[src/rtl/pong_pkg.sv]
// Shared constants, ball record and span helper for the Pong core.
package pong_pkg;

    localparam int unsigned COORD_W = 6;
    localparam int unsigned SCORE_W = 4;
    localparam int unsigned SPAN_W  = COORD_W + 1;

    localparam logic [1:0] IDLE    = 2'd0;
    localparam logic [1:0] RUNNING = 2'd1;
    localparam logic [1:0] POINT   = 2'd2;
    localparam logic [1:0] OVER    = 2'd3;

    localparam logic DIR_NEG = 1'b0;
    localparam logic DIR_POS = 1'b1;

    typedef struct packed {
        logic [COORD_W-1:0] x;
        logic [COORD_W-1:0] y;
        logic               dx;
        logic               dy;
    } ball_t;

    // True when pos lies in [top, top+len); widened so top+len cannot wrap.
    function automatic logic in_span(input logic [COORD_W-1:0] pos,
                                     input logic [COORD_W-1:0] top,
                                     input logic [SPAN_W-1:0]  len);
        logic [SPAN_W-1:0] pos_w;
        logic [SPAN_W-1:0] top_w;
        pos_w = {1'b0, pos};
        top_w = {1'b0, top};
        return (pos_w >= top_w) && (pos_w < top_w + len);
    endfunction

endpackage

[src/rtl/pong_paddle.sv]
// One paddle: free-running step timer and clamped top-row position.
module pong_paddle
    import pong_pkg::*;
#(
    parameter int unsigned GAME_HEIGHT   = 40,
    parameter int unsigned PADDLE_HEIGHT = 6,
    parameter int unsigned PADDLE_SPEED  = 625000
) (
    input  logic               i_clk,
    input  logic               i_rst_n,
    input  logic               i_up,
    input  logic               i_down,
    output logic [COORD_W-1:0] o_top
);

    localparam int unsigned        CNT_W    = (PADDLE_SPEED > 1) ? $clog2(PADDLE_SPEED) : 1;
    localparam logic [CNT_W-1:0]   CNT_LAST = CNT_W'(PADDLE_SPEED - 1);
    localparam logic [COORD_W-1:0] TOP_MAX  = COORD_W'(GAME_HEIGHT - PADDLE_HEIGHT);
    localparam logic [COORD_W-1:0] TOP_RST  = COORD_W'((GAME_HEIGHT - PADDLE_HEIGHT) / 2);

    logic [CNT_W-1:0]   cnt_q, cnt_d;
    logic [COORD_W-1:0] top_q, top_d;

    always_ff @(posedge i_clk or negedge i_rst_n) begin
        if (!i_rst_n) begin
            cnt_q <= '0;
            top_q <= TOP_RST;
        end else begin
            cnt_q <= cnt_d;
            top_q <= top_d;
        end
    end

    // Exactly one direction held moves the paddle one row per timer wrap.
    always_comb begin
        cnt_d = cnt_q + CNT_W'(1);
        top_d = top_q;
        if (cnt_q == CNT_LAST) begin
            cnt_d = '0;
            if (i_up && !i_down && (top_q != '0)) begin
                top_d = top_q - COORD_W'(1);
            end else if (i_down && !i_up && (top_q != TOP_MAX)) begin
                top_d = top_q + COORD_W'(1);
            end
        end
    end

    assign o_top = top_q;

endmodule

[src/rtl/pong_game.sv]
// Two-player Pong core: ball motion, collisions, scoring, match FSM and cell draw.
module pong_game
    import pong_pkg::*;
#(
    parameter int unsigned GAME_WIDTH    = 40,
    parameter int unsigned GAME_HEIGHT   = 40,
    parameter int unsigned PADDLE_HEIGHT = 6,
    parameter int unsigned BALL_SPEED    = 1250000,
    parameter int unsigned PADDLE_SPEED  = 625000,
    parameter int unsigned SERVE_DELAY   = 25000000,
    parameter int unsigned SCORE_LIMIT   = 9
) (
    input  logic               i_clk,
    input  logic               i_rst_n,
    input  logic               i_start,
    input  logic               i_p1_up,
    input  logic               i_p1_down,
    input  logic               i_p2_up,
    input  logic               i_p2_down,
    input  logic [COORD_W-1:0] i_row,
    input  logic [COORD_W-1:0] i_col,
    output logic               o_draw,
    output logic [SCORE_W-1:0] o_p1_score,
    output logic [SCORE_W-1:0] o_p2_score,
    output logic [1:0]         o_state
);

    localparam int unsigned        BALL_W    = (BALL_SPEED > 1) ? $clog2(BALL_SPEED) : 1;
    localparam int unsigned        SRV_W     = (SERVE_DELAY > 1) ? $clog2(SERVE_DELAY) : 1;
    localparam logic [BALL_W-1:0]  BALL_LAST = BALL_W'(BALL_SPEED - 1);
    localparam logic [SRV_W-1:0]   SRV_LAST  = SRV_W'(SERVE_DELAY - 1);
    localparam logic [COORD_W-1:0] X_MAX     = COORD_W'(GAME_WIDTH - 1);
    localparam logic [COORD_W-1:0] Y_MAX     = COORD_W'(GAME_HEIGHT - 1);
    localparam logic [COORD_W-1:0] X_CTR     = COORD_W'(GAME_WIDTH / 2);
    localparam logic [COORD_W-1:0] Y_CTR     = COORD_W'(GAME_HEIGHT / 2);
    localparam logic [SPAN_W-1:0]  PAD_LEN   = SPAN_W'(PADDLE_HEIGHT);
    localparam logic [SCORE_W-1:0] LIMIT     = SCORE_W'(SCORE_LIMIT);

    logic [1:0]         state_q, state_d;
    ball_t              ball_q, ball_d;
    logic [BALL_W-1:0]  ball_cnt_q, ball_cnt_d;
    logic [SRV_W-1:0]   srv_cnt_q, srv_cnt_d;
    logic [SCORE_W-1:0] p1_score_q, p1_score_d;
    logic [SCORE_W-1:0] p2_score_q, p2_score_d;
    logic               p2_scored_q, p2_scored_d;
    logic               draw_q, draw_d;
    logic [COORD_W-1:0] p1_top, p2_top;

    pong_paddle #(
        .GAME_HEIGHT  (GAME_HEIGHT),
        .PADDLE_HEIGHT(PADDLE_HEIGHT),
        .PADDLE_SPEED (PADDLE_SPEED)
    ) u_p1 (
        .i_clk  (i_clk),
        .i_rst_n(i_rst_n),
        .i_up   (i_p1_up),
        .i_down (i_p1_down),
        .o_top  (p1_top)
    );

    pong_paddle #(
        .GAME_HEIGHT  (GAME_HEIGHT),
        .PADDLE_HEIGHT(PADDLE_HEIGHT),
        .PADDLE_SPEED (PADDLE_SPEED)
    ) u_p2 (
        .i_clk  (i_clk),
        .i_rst_n(i_rst_n),
        .i_up   (i_p2_up),
        .i_down (i_p2_down),
        .o_top  (p2_top)
    );

    always_ff @(posedge i_clk or negedge i_rst_n) begin
        if (!i_rst_n) begin
            state_q     <= IDLE;
            ball_q      <= '{x: X_CTR, y: Y_CTR, dx: DIR_POS, dy: DIR_POS};
            ball_cnt_q  <= '0;
            srv_cnt_q   <= '0;
            p1_score_q  <= '0;
            p2_score_q  <= '0;
            p2_scored_q <= 1'b0;
            draw_q      <= 1'b0;
        end else begin
            state_q     <= state_d;
            ball_q      <= ball_d;
            ball_cnt_q  <= ball_cnt_d;
            srv_cnt_q   <= srv_cnt_d;
            p1_score_q  <= p1_score_d;
            p2_score_q  <= p2_score_d;
            p2_scored_q <= p2_scored_d;
            draw_q      <= draw_d;
        end
    end

    always_comb begin
        state_d     = state_q;
        ball_d      = ball_q;
        ball_cnt_d  = '0;
        srv_cnt_d   = '0;
        p1_score_d  = p1_score_q;
        p2_score_d  = p2_score_q;
        p2_scored_d = p2_scored_q;

        draw_d = ((i_row == ball_q.y) && (i_col == ball_q.x))
              || ((i_col == '0)    && in_span(i_row, p1_top, PAD_LEN))
              || ((i_col == X_MAX) && in_span(i_row, p2_top, PAD_LEN));

        case (state_q)
            IDLE: begin
                if (i_start) state_d = RUNNING;
            end
            RUNNING: begin
                ball_cnt_d = ball_cnt_q + BALL_W'(1);
                if (ball_cnt_q == BALL_LAST) begin
                    ball_cnt_d = '0;
                    if (ball_q.dy == DIR_NEG) begin
                        if (ball_q.y == '0) begin
                            ball_d.dy = DIR_POS;
                            ball_d.y  = COORD_W'(1);
                        end else begin
                            ball_d.y = ball_q.y - COORD_W'(1);
                        end
                    end else begin
                        if (ball_q.y == Y_MAX) begin
                            ball_d.dy = DIR_NEG;
                            ball_d.y  = Y_MAX - COORD_W'(1);
                        end else begin
                            ball_d.y = ball_q.y + COORD_W'(1);
                        end
                    end
                    // Collision tests use the pre-step row and the paddle top before this edge.
                    if (ball_q.dx == DIR_NEG) begin
                        if (ball_q.x == COORD_W'(1)) begin
                            if (in_span(ball_q.y, p1_top, PAD_LEN)) begin
                                ball_d.dx = DIR_POS;
                                ball_d.x  = COORD_W'(2);
                            end else begin
                                ball_d.x    = '0;
                                p2_score_d  = (p2_score_q < LIMIT) ? p2_score_q + SCORE_W'(1) : p2_score_q;
                                p2_scored_d = 1'b1;
                                state_d     = POINT;
                            end
                        end else begin
                            ball_d.x = ball_q.x - COORD_W'(1);
                        end
                    end else begin
                        if (ball_q.x == X_MAX - COORD_W'(1)) begin
                            if (in_span(ball_q.y, p2_top, PAD_LEN)) begin
                                ball_d.dx = DIR_NEG;
                                ball_d.x  = X_MAX - COORD_W'(2);
                            end else begin
                                ball_d.x    = X_MAX;
                                p1_score_d  = (p1_score_q < LIMIT) ? p1_score_q + SCORE_W'(1) : p1_score_q;
                                p2_scored_d = 1'b0;
                                state_d     = POINT;
                            end
                        end else begin
                            ball_d.x = ball_q.x + COORD_W'(1);
                        end
                    end
                end
            end
            POINT: begin
                srv_cnt_d = srv_cnt_q + SRV_W'(1);
                if (srv_cnt_q == SRV_LAST) begin
                    srv_cnt_d = '0;
                    if ((p2_scored_q ? p2_score_q : p1_score_q) == LIMIT) begin
                        state_d = OVER;
                    end else begin
                        // Serve toward the player who just conceded.
                        ball_d.x  = X_CTR;
                        ball_d.y  = Y_CTR;
                        ball_d.dx = p2_scored_q ? DIR_NEG : DIR_POS;
                        state_d   = RUNNING;
                    end
                end
            end
            OVER: begin
                if (i_start) begin
                    state_d    = IDLE;
                    p1_score_d = '0;
                    p2_score_d = '0;
                    ball_d.x   = X_CTR;
                    ball_d.y   = Y_CTR;
                end
            end
            default: state_d = IDLE;
        endcase
    end

    assign o_draw     = draw_q;
    assign o_p1_score = p1_score_q;
    assign o_p2_score = p2_score_q;
    assign o_state    = state_q;

endmodule
[config.mk]
export PLATFORM = sky130hd
export DESIGN_NAME = pong_game
export DESIGN_NICKNAME = d
export VERILOG_FILES = /design/src/rtl/pong_pkg.sv /design/src/rtl/pong_paddle.sv /design/src/rtl/pong_game.sv
export SDC_FILE = /design/constraint.sdc
export NUM_CORES = 1
export LEC_CHECK = 0
export BUFFER_PORTS_ARGS = -buffer_cell sky130_fd_sc_hd__buf_2
export CORE_ASPECT_RATIO = 0.8
export CORE_MARGIN = 2
export CORE_UTILIZATION = 40
export CTS_CLUSTER_SIZE = 14
export DETAILED_ROUTE_END_ITERATION = 7
export HOLD_SLACK_MARGIN = 0.15
export PLACE_DENSITY = 0.64
export RECOVER_POWER = 50
export SYNTH_ARGS = -nofsm -noshare
export SYNTH_HDL_FRONTEND = slang
export SYNTH_SLANG_ARGS = --single-unit
export TNS_END_PERCENT = 5
[constraint.sdc]
create_clock -name i_clk -period 8 [get_ports i_clk]
set_input_delay 2.4 -clock i_clk [delete_from_list [all_inputs] [get_ports i_clk]]
set_output_delay 2.4 -clock i_clk [all_outputs]
set_load 0.005 [all_outputs]
# Word level (Yosys, flattened, before mapping)
# Index checks and enable logic that the tools add are counted.
[totals]
register_bits = 124
in_bits = 19
out_inout_bits = 11
[classes]
muxes = 63
n_addsub = 16
n_eq_ne = 36
reduce_logical = 41
magnitude_cmp = 10
[ops]
columns = ["op", "n"]
rows = [
  ["$mux W6", 10],
  ["$mux W25", 2],
  ["$mux W4", 12],
  ["$mux W21", 2],
  ["$add A20 B1 Y20 const B", 2],
  ["$eq A20 B20 Y1 const B", 2],
  ["$mux W20", 2],
  ["$pmux W12 S3", 1],
  ["$ne A2 B2 Y1 const B", 15],
  ["$lt A6 B7 Y1", 4],
  ["$mux W13", 2],
  ["$add A25 B1 Y25 const B", 1],
  ["$eq A25 B25 Y1 const B", 1],
  ["$add A6 B1 Y6 const B", 4],
  ["$ge A6 B6 Y1", 4],
  ["$mux W2", 12],
  ["$sub A6 B1 Y6 const B", 4],
  ["$add A21 B1 Y21 const B", 1],
  ["$eq A21 B21 Y1 const B", 1],
  ["$eq A6 B6 Y1 const B", 3],
  ["$pmux W4 S2", 2],
  ["$logic_and A1 B1 Y1", 15],
  ["$add A6 B3 Y7 const B", 2],
  ["$mux W1", 14],
  ["27 further kinds", 48],
]

# Longest topological paths before layout
# Gate-level depths: netlist of run 1.
[logic_depth]
depth_word = 8
ltp_mapped = 13

# Cells and area by module
# From an unflattened synthesis of run 1, not the netlist that was laid out.
[hier_totals]
hier_cells = 879
area_unflattened_um2 = 8135.3
[modules_own_cells]
columns = ["module", "cells_per_inst", "area_each_um2", "instances", "seq_area_each_um2"]
rows = [
  ["pong_game", 621, 5347.6, 1, 1809.2],
  ["pong_paddle (u_p2)", 135, 1422.6, 1, 653.1],
  ["pong_paddle (u_p1)", 123, 1365.1, 1, 653.1],
]

# Worst setup path before layout of run 1
# Ideal clock, no wire load.
[synth_path]
path_kind = "input to register"
startpoint = "input i_p1_down"
endpoint = "register u_p1.top_q[5], in the netlist u_p1.o_top[5]"
t_required_ns = 7.877
setup_time_ns = 0.123
path_slack_ns = 3.972
cell_stages = 11
t_arrival_ns = 3.905
cell_sequence = "a31oi_1 -> nand2_1 -> inv_1 -> ha_1 -> a21o_1 -> a21oi_1 -> o21bai_1 -> a21oi_1 -> xnor2_1 -> nor2_1 -> xnor2_1"
[synth_via]
elab_chain_len = 5
word_cells_on_any_way = 8
[synth_lines]
columns = ["element", "line_no", "source"]
rows = [
  ["start: declaration", "pong_game.sv:17", "input logic i_p1_down,"],
  ["$logic_not A1 Y1", "pong_paddle.sv:40", "if (i_up && !i_down && (top_q != '0)) begin"],
  ["$logic_and A1 B1 Y1 (2 in series)", "pong_paddle.sv:40", ""],
  ["$reduce_bool A2 Y1 (no line)", "n/a", ""],
  ["$reduce_and A2 Y1 (no line)", "n/a", ""],
  ["end signal: assignment", "pong_paddle.sv:30", "top_q <= top_d;"],
  ["end: declaration", "pong_paddle.sv:22", "logic [COORD_W-1:0] top_q, top_d;"],
]
# Parallel ways exist; a longest one is shown, timed or not.
# A chain may end at the register's enable or synchronous reset.

# Worst setup path after layout of run 1
# Same ends and word-level chain as after synthesis.

==> results of run 1 <==
-- registers in the layout (all words and copies together), names as in the netlist --
signal	cells
ball_cnt_q	21
ball_q	14
o_draw	1
o_p1_score	4
o_p2_score	4
o_state	2
p2_scored_q	1
srv_cnt_q	25
u_p1.cnt_q	20
u_p1.o_top	6
u_p2.cnt_q	20
u_p2.o_top	6
-- final timing paths --
| path | startpoint | end | slack, ps | cells after the start |
|---|---|---|---|---|
| setup reg to reg | u_p1.o_top[1] | o_p2_score[2] | 4840 | 11 |
| setup / recovery | i_p1_down | u_p1.o_top[5] | 4140 | 12 |
| hold reg to reg | ball_cnt_q[0] | ball_cnt_q[0] | 480 | 1 |
| hold / removal | ball_cnt_q[0] | ball_cnt_q[0] | 480 | 1 |
| max in group asynchronous | i_rst_n | u_p1.cnt_q[11] | 4640 | 2 |
| min in group asynchronous | i_rst_n | o_p1_score[2] | 2120 | 1 |
-- power by group through the flow --
stage	logic [µW]	registers (µW)	clock network, µW
detailed placement	41.1	639	0
global route	46.4	627	861
floorplan	15.3	639	0
CTS	41.4	628	827
finish	40.2	628	808
global placement	40.5	639	0
-- metal layers --
layer | GRT usage, % | vias up | share of wire [%]
li1 | - | 3098 | -
met1 | 24.92 | 2902 | 53
met2 | 24.36 | 97 | 43
met3 | 4.228 | 11 | 3.7
met4 | 4.779 | 0 | 0.84
met5 | 0 | - | 0
-- synthesized netlist by cell type (all sizes together), types with 3 or more instances --
cell     instances
nand2b           9
a21oi           29
o31ai            5
nor4             7
nor4b            8
xnor2           60
dfstp           10
and2             5
nand3           52
a21o            12
nor3            18
nor3b            3
ha              65
o21ai           46
or4              5
clkbuf          23
o21bai           6
and4             3
o2111ai          5
xor2            54
and3            26
nor2b            3
a211oi           4
nor2           112
dfrtp          114
nand4           18
o211ai           8
nand2           78
a31oi            7
inv             45
-- logic make-up after synthesis --
kind of cell / count (synthesis) / share of synthesized area [%]
buffers and inverters: 70 / 3.469
adder cells (fa/ha/maj): 69 / 11.02
XOR/XNOR: 114 / 12.58
AO/OA/AOI/OAI: 143 / 11.67
flip-flops: 124 / 39.27
AND/OR/NAND/NOR: 354 / 21.72
multiplexers: 2 / 0.2681
-- metrics by stage --
step                      power [µW]  setup WS [ps]  hold WS, ps  cell area [µm²]
after floorplan                654.3           3972        447.9             7934
after global placement         679.2           3746        471.9             8313
after detailed placement       679.9           3712        471.9             8313
after CTS                       1496           4164        483.5             8936
after global routing            1535           3952        518.0             8931
final                           1476           4139        480.9             8931
-- worst max-delay path, stage by stage --
cell and delay (ps):
buf_2 100, a31oi_1 140, nand2_1 140, inv_1 150, ha_1 250, a21o_1 180, a21oi_1 220, o21bai_1 90
a21oi_1 180, xnor2_1 130, nor2_1 70, xnor2_1 130
-- layout make-up --
type                       count  area, µm²  share of cell area (%)
clock buffer                  18      439.2                   4.917
clock inverter                14      183.9                   2.059
inverter                      45      168.9                   1.891
multi-input combinational    682       4538                   50.81
sequential                   124       3115                   34.88
tap                          264      330.3                   3.699
timing repair buffer          30      155.1                   1.737
==> results.yml, run 1 <==
clock_network:
  htree_levels: 4
  hold_buffers: 0
  path_clk_slew_ps: 60
  cts-root-buf: "clkbuf_16"
  post_cts_resized: 0
  clock_sinks: 124
  clk_path_buf_depth: 2
  cts_tree: "yes"
  cts_made_buffers: 17
  clk_latency_ps: 420
  cts_setup_buffers: 0
drt:
  vias: 6108
  first_iter_violations: 545
  drt_pass1_iterations: 5
  post_drt_wl_per_cell_um: 14.11
  drt-total-wl_mm: 16.61
  ant_nets: 0
  route.detailed.drc: 0
  vias_per_cell: 5.189
sta:
  fin_crit_sh_pct: 48.26
  min_period_ps: 3861
  worst_slew_pin_slew_ps: 1001
  slew_violations: 0
  rsz0062_at_grt: "no"
  skew_ps: 10.76
  clock.fmax_mhz: 259.0
  fin_tns_setup_ps: 0
  final_hold_viol_count: 0
  setup_viol: 0
  relSlewSlack_pct: 33.25
power:
  intPower_uw: 1145
  peakVddDrop_mv: 0.1530
  total_leakage_power_uw: 0.003967
  pwr-share-clk_pct: 54.8
  comb_power_share_pct: 2.7
  seqPwrFrac_pct: 42.5
  p_switching_uw: 331.1
  netSwitchingFraction_pct: 22.43
  power.density_nw_per_um2: 165.3
critical_path:
  end_kind: "register"
  required_ps: 8310
  cp.arrival_ps: 4170
  startpoint_type: "input port"
  path_class: "in2reg"
  cp_max_fo: 4
place:
  dp.cells: 1145
  hpwlAfterDp_mm: 11.72
  portBuffers: 29
  gp_congestion: 0.8213
grt:
  grt_pass1_wl_mm: 28.50
  antenna_found_initial: 0
  grt-ovfl-total: 0
  grt_pass1_vias: 5674
  grt_max_degree: 72
  track_usage_pct: 16.85
logic_synthesis:
  yosysWarningCount: 0
  synth_nets: 962
  netlist_instances: 876
  synth-seq-cells: 124
  ys.flop_type: "dfrtp_1"
  synth-edff-count: 0
  synth.area.top_cells: "dfrtp_1, ha_1, xnor2_1"
  async_flop_share_pct: 100.0
  avgSynthCellArea_um2: 9.057
  synth.yosys.seq_area_share_pct: 39.27
  yosys.cell_types.count: 62
  synth.top_cell.area_share_pct: 35.96
  yosysTopAreaCell: "dfrtp_1"
  syn_area_um2: 7934
run:
  drv_cap: 0
floorplanning:
  pin_count: 30
  core_area_um2: 19630
  initial_core_util_pct: 40.42
  fp.dieArea_um2: 20980
  rows: 46
  die_h_um: 130.0
  fp.dieW_um: 161.5
final_layout:
  final_cell_mix: "dfrtp_1, nor2_1, nand2_1, ha_1, xnor2_1"
  n_antenna_cell: 0
  num-fill-cells: 1868
  final_common_cell: "dfrtp_1"
  syn_to_final_growth_pct: 12.57
  stdcell_count: 1177
  final_nets: 986
  finish.utilization_pct: 45.51
  drive_gt1_share_pct: 8.981
hold_path:
  holdCritPathClass: "reg2reg"
outcome:
  outcome: "completed"
Note: power is estimated with default switching activity, not from simulation.
==> run 2, diff against run 1 <==
--- a/config.mk
+++ b/config.mk
@@ -12,7 +12,7 @@
 export CTS_CLUSTER_SIZE = 14
 export DETAILED_ROUTE_END_ITERATION = 7
 export HOLD_SLACK_MARGIN = 0.15
-export PLACE_DENSITY = 0.64
+export PLACE_DENSITY = 0.66
 export RECOVER_POWER = 50
 export SYNTH_ARGS = -nofsm -noshare
 export SYNTH_HDL_FRONTEND = slang
==> constraint.sdc (replaced) <==
create_clock -name i_clk -period 3.4 [get_ports i_clk]
set_input_delay 1.02 -clock i_clk [delete_from_list [all_inputs] [get_ports i_clk]]
set_output_delay 1.02 -clock i_clk [all_outputs]
set_load 0.005 [all_outputs]
==> results.yml, run 2 (synthesis gave the netlist of run 1 again) <==
sta:
  worst_slew_pin_slew_ps: 2054
  relSlewSlack_pct: -36.95
  clock.fmax_mhz: 328.1
  fin_crit_sh_pct: 89.64
  setup_viol: 0
  fin_tns_setup_ps: 0
  skew_ps: 10.41
  final_hold_viol_count: 0
  min_period_ps: 3048
  hold_ws_ps: 481.0
  slew_violations: 38
  rsz0062_at_grt: "no"
clock_network:
  hold_buffers: 0
  clock_sinks: 124
  cts_setup_buffers: 0
  cts-root-buf: "clkbuf_16"
  htree_levels: 4
  clk_latency_ps: 420
  cts_tree: "yes"
  path_clk_slew_ps: 60
  cts_made_buffers: 17
  clk_path_buf_depth: 2
final_layout:
  largest-register: "srv_cnt_q"
  final_common_cell: "dfrtp_1"
  reg_top3: "srv_cnt_q x25, ball_cnt_q x21"
  largest_reg_flops: 25
  num-fill-cells: 1888
  drive_gt1_share_pct: 9.881
  syn_to_final_growth_pct: 12.47
  final_nets: 994
  final_cell_mix: "dfrtp_1, nor2_1, nand2_1, ha_1, xnor2_1"
  n_antenna_cell: 0
grt:
  grtUsageMet2_pct: 24.69
  use_met1_pct: 25.25
  grt-busiest-layer: "met1"
  grt_pass1_wl_mm: 28.83
  grt_max_degree: 67
  track_usage_pct: 17.03
  antenna_found_initial: 0
  grtUsageMet3_pct: 2.988
  grt_pass1_vias: 5831
  grt-ovfl-total: 0
floorplanning:
  rows: 46
  die_h_um: 130.0
  pin_count: 30
  fp.dieArea_um2: 20980
  initial_core_util_pct: 40.42
  fp.dieW_um: 161.5
  core_area_um2: 19630
power:
  peakVddDrop_mv: 0.2902
  p_switching_uw: 773.8
  total_leakage_power_uw: 0.003962
  netSwitchingFraction_pct: 24.03
  pwr-share-clk_pct: 51.1
  seqPwrFrac_pct: 45.9
  power.density_nw_per_um2: 360.9
  comb_power_share_pct: 3.0
  intPower_uw: 2447
drt:
  drt_pass1_iterations: 5
  vias_per_cell: 5.271
  route.detailed.drc: 0
  ant_nets: 0
  drt-total-wl_mm: 17.11
  vias: 6246
  post_drt_wl_per_cell_um: 14.44
  first_iter_violations: 418
critical_path:
  startpoint_type: "register"
  end_kind: "register"
  rr_startpoint: "u_p1.o_top[1]"
  worstSetupStartpoint: "u_p1.o_top[1]"
  required_ps: 3740
  cp.arrival_ps: 3390
  path_class: "reg2reg"
  cp_max_fo: 8
place:
  hpwlAfterDp_mm: 12.43
  gp_congestion: 0.8647
  portBuffers: 29
outcome:
  failed_checks: "capacitance limit, slew limit"
  outcome: "finished with violations"
hold_path:
  min-delay-start: "srv_cnt_q[0]"
  holdCritPathClass: "reg2reg"
run:
  drv_cap: 1
[run 2: cell types whose count changed in the layout (fill, tap and decap cells not counted), sizes merged]
cell,previous run,this run
inv,49,50
bufinv,3,0
clkinvlp,1,4
buf,30,36
clkbuf,18,19
[run 2: routing by layer]
layer | up-vias | wire [µm]
met5 | - | 0
met4 | 0 | 261
met3 | 23 | 653
met2 | 100 | 7294
met1 | 2999 | 8906
li1 | 3124 | -
[run 2: path summary, 6_finish.rpt]
path | slack [ps] | end | cells past startpoint
max | 350 | o_p2_score[2] | 11
max in group asynchronous | 680 | u_p2.o_top[1] | 2
min in group asynchronous | 1180 | u_p2.cnt_q[5] | 1
min reg2reg | 480 | srv_cnt_q[0] | 1
min | 480 | srv_cnt_q[0] | 1
max reg2reg | 350 | o_p2_score[2] | 11
[run 2: power groups by stage]
stage,Clock [µW],Sequential [µW],Combinational [µW]
final,1650,1480,97.7
after floorplan,0,1500,36.1
after CTS,1690,1480,101
after global placement,0,1500,98.6
after detailed placement,0,1500,99.9
after global routing,1750,1480,114
[run 2: area by class of cell]
class / count / area [µm²] / share of cell area, %
clock buffer: 17 / 425.4 / 4.767
clock inverter: 15 / 115.1 / 1.290
inverter: 45 / 168.9 / 1.893
multi-input combinational: 682 / 4547 / 50.95
sequential: 124 / 3115 / 34.91
tap: 264 / 330.3 / 3.702
timing repair buffer: 38 / 221.5 / 2.482
[run 2: timing repair]
item / 4_1_cts / 5_1_grt
hold endpoints to repair: 0 / 0
gates resized for setup: 0 / 1
setup endpoints to repair: 0 / 1
[run 2: metrics by stage]
step	utilization [%]	std cells	setup WS, ps	cell area [µm²]	power, µW
final	45.47	1185	352.3	8924	3221
after global routing	45.47	1185	109.9	8924	3343
after CTS	45.48	1185	324.6	8926	3268
after detailed placement	42.73	1153	357.8	8386	1603
after global placement	42.73	1153	467.7	8386	1601
after floorplan	-	876	668.3	7934	1539
[run 2: critical path, stage by stage, from the launching register on]
cell and delay, ps:
dfrtp_1 490, inv_1 190, ha_1 260, xor2_1 160
ha_1 330, a21o_2 140, a31oi_1 50, maj3_2 340
o221ai_4 280, nand4_4 170, or4_1 420, a21oi_1 150
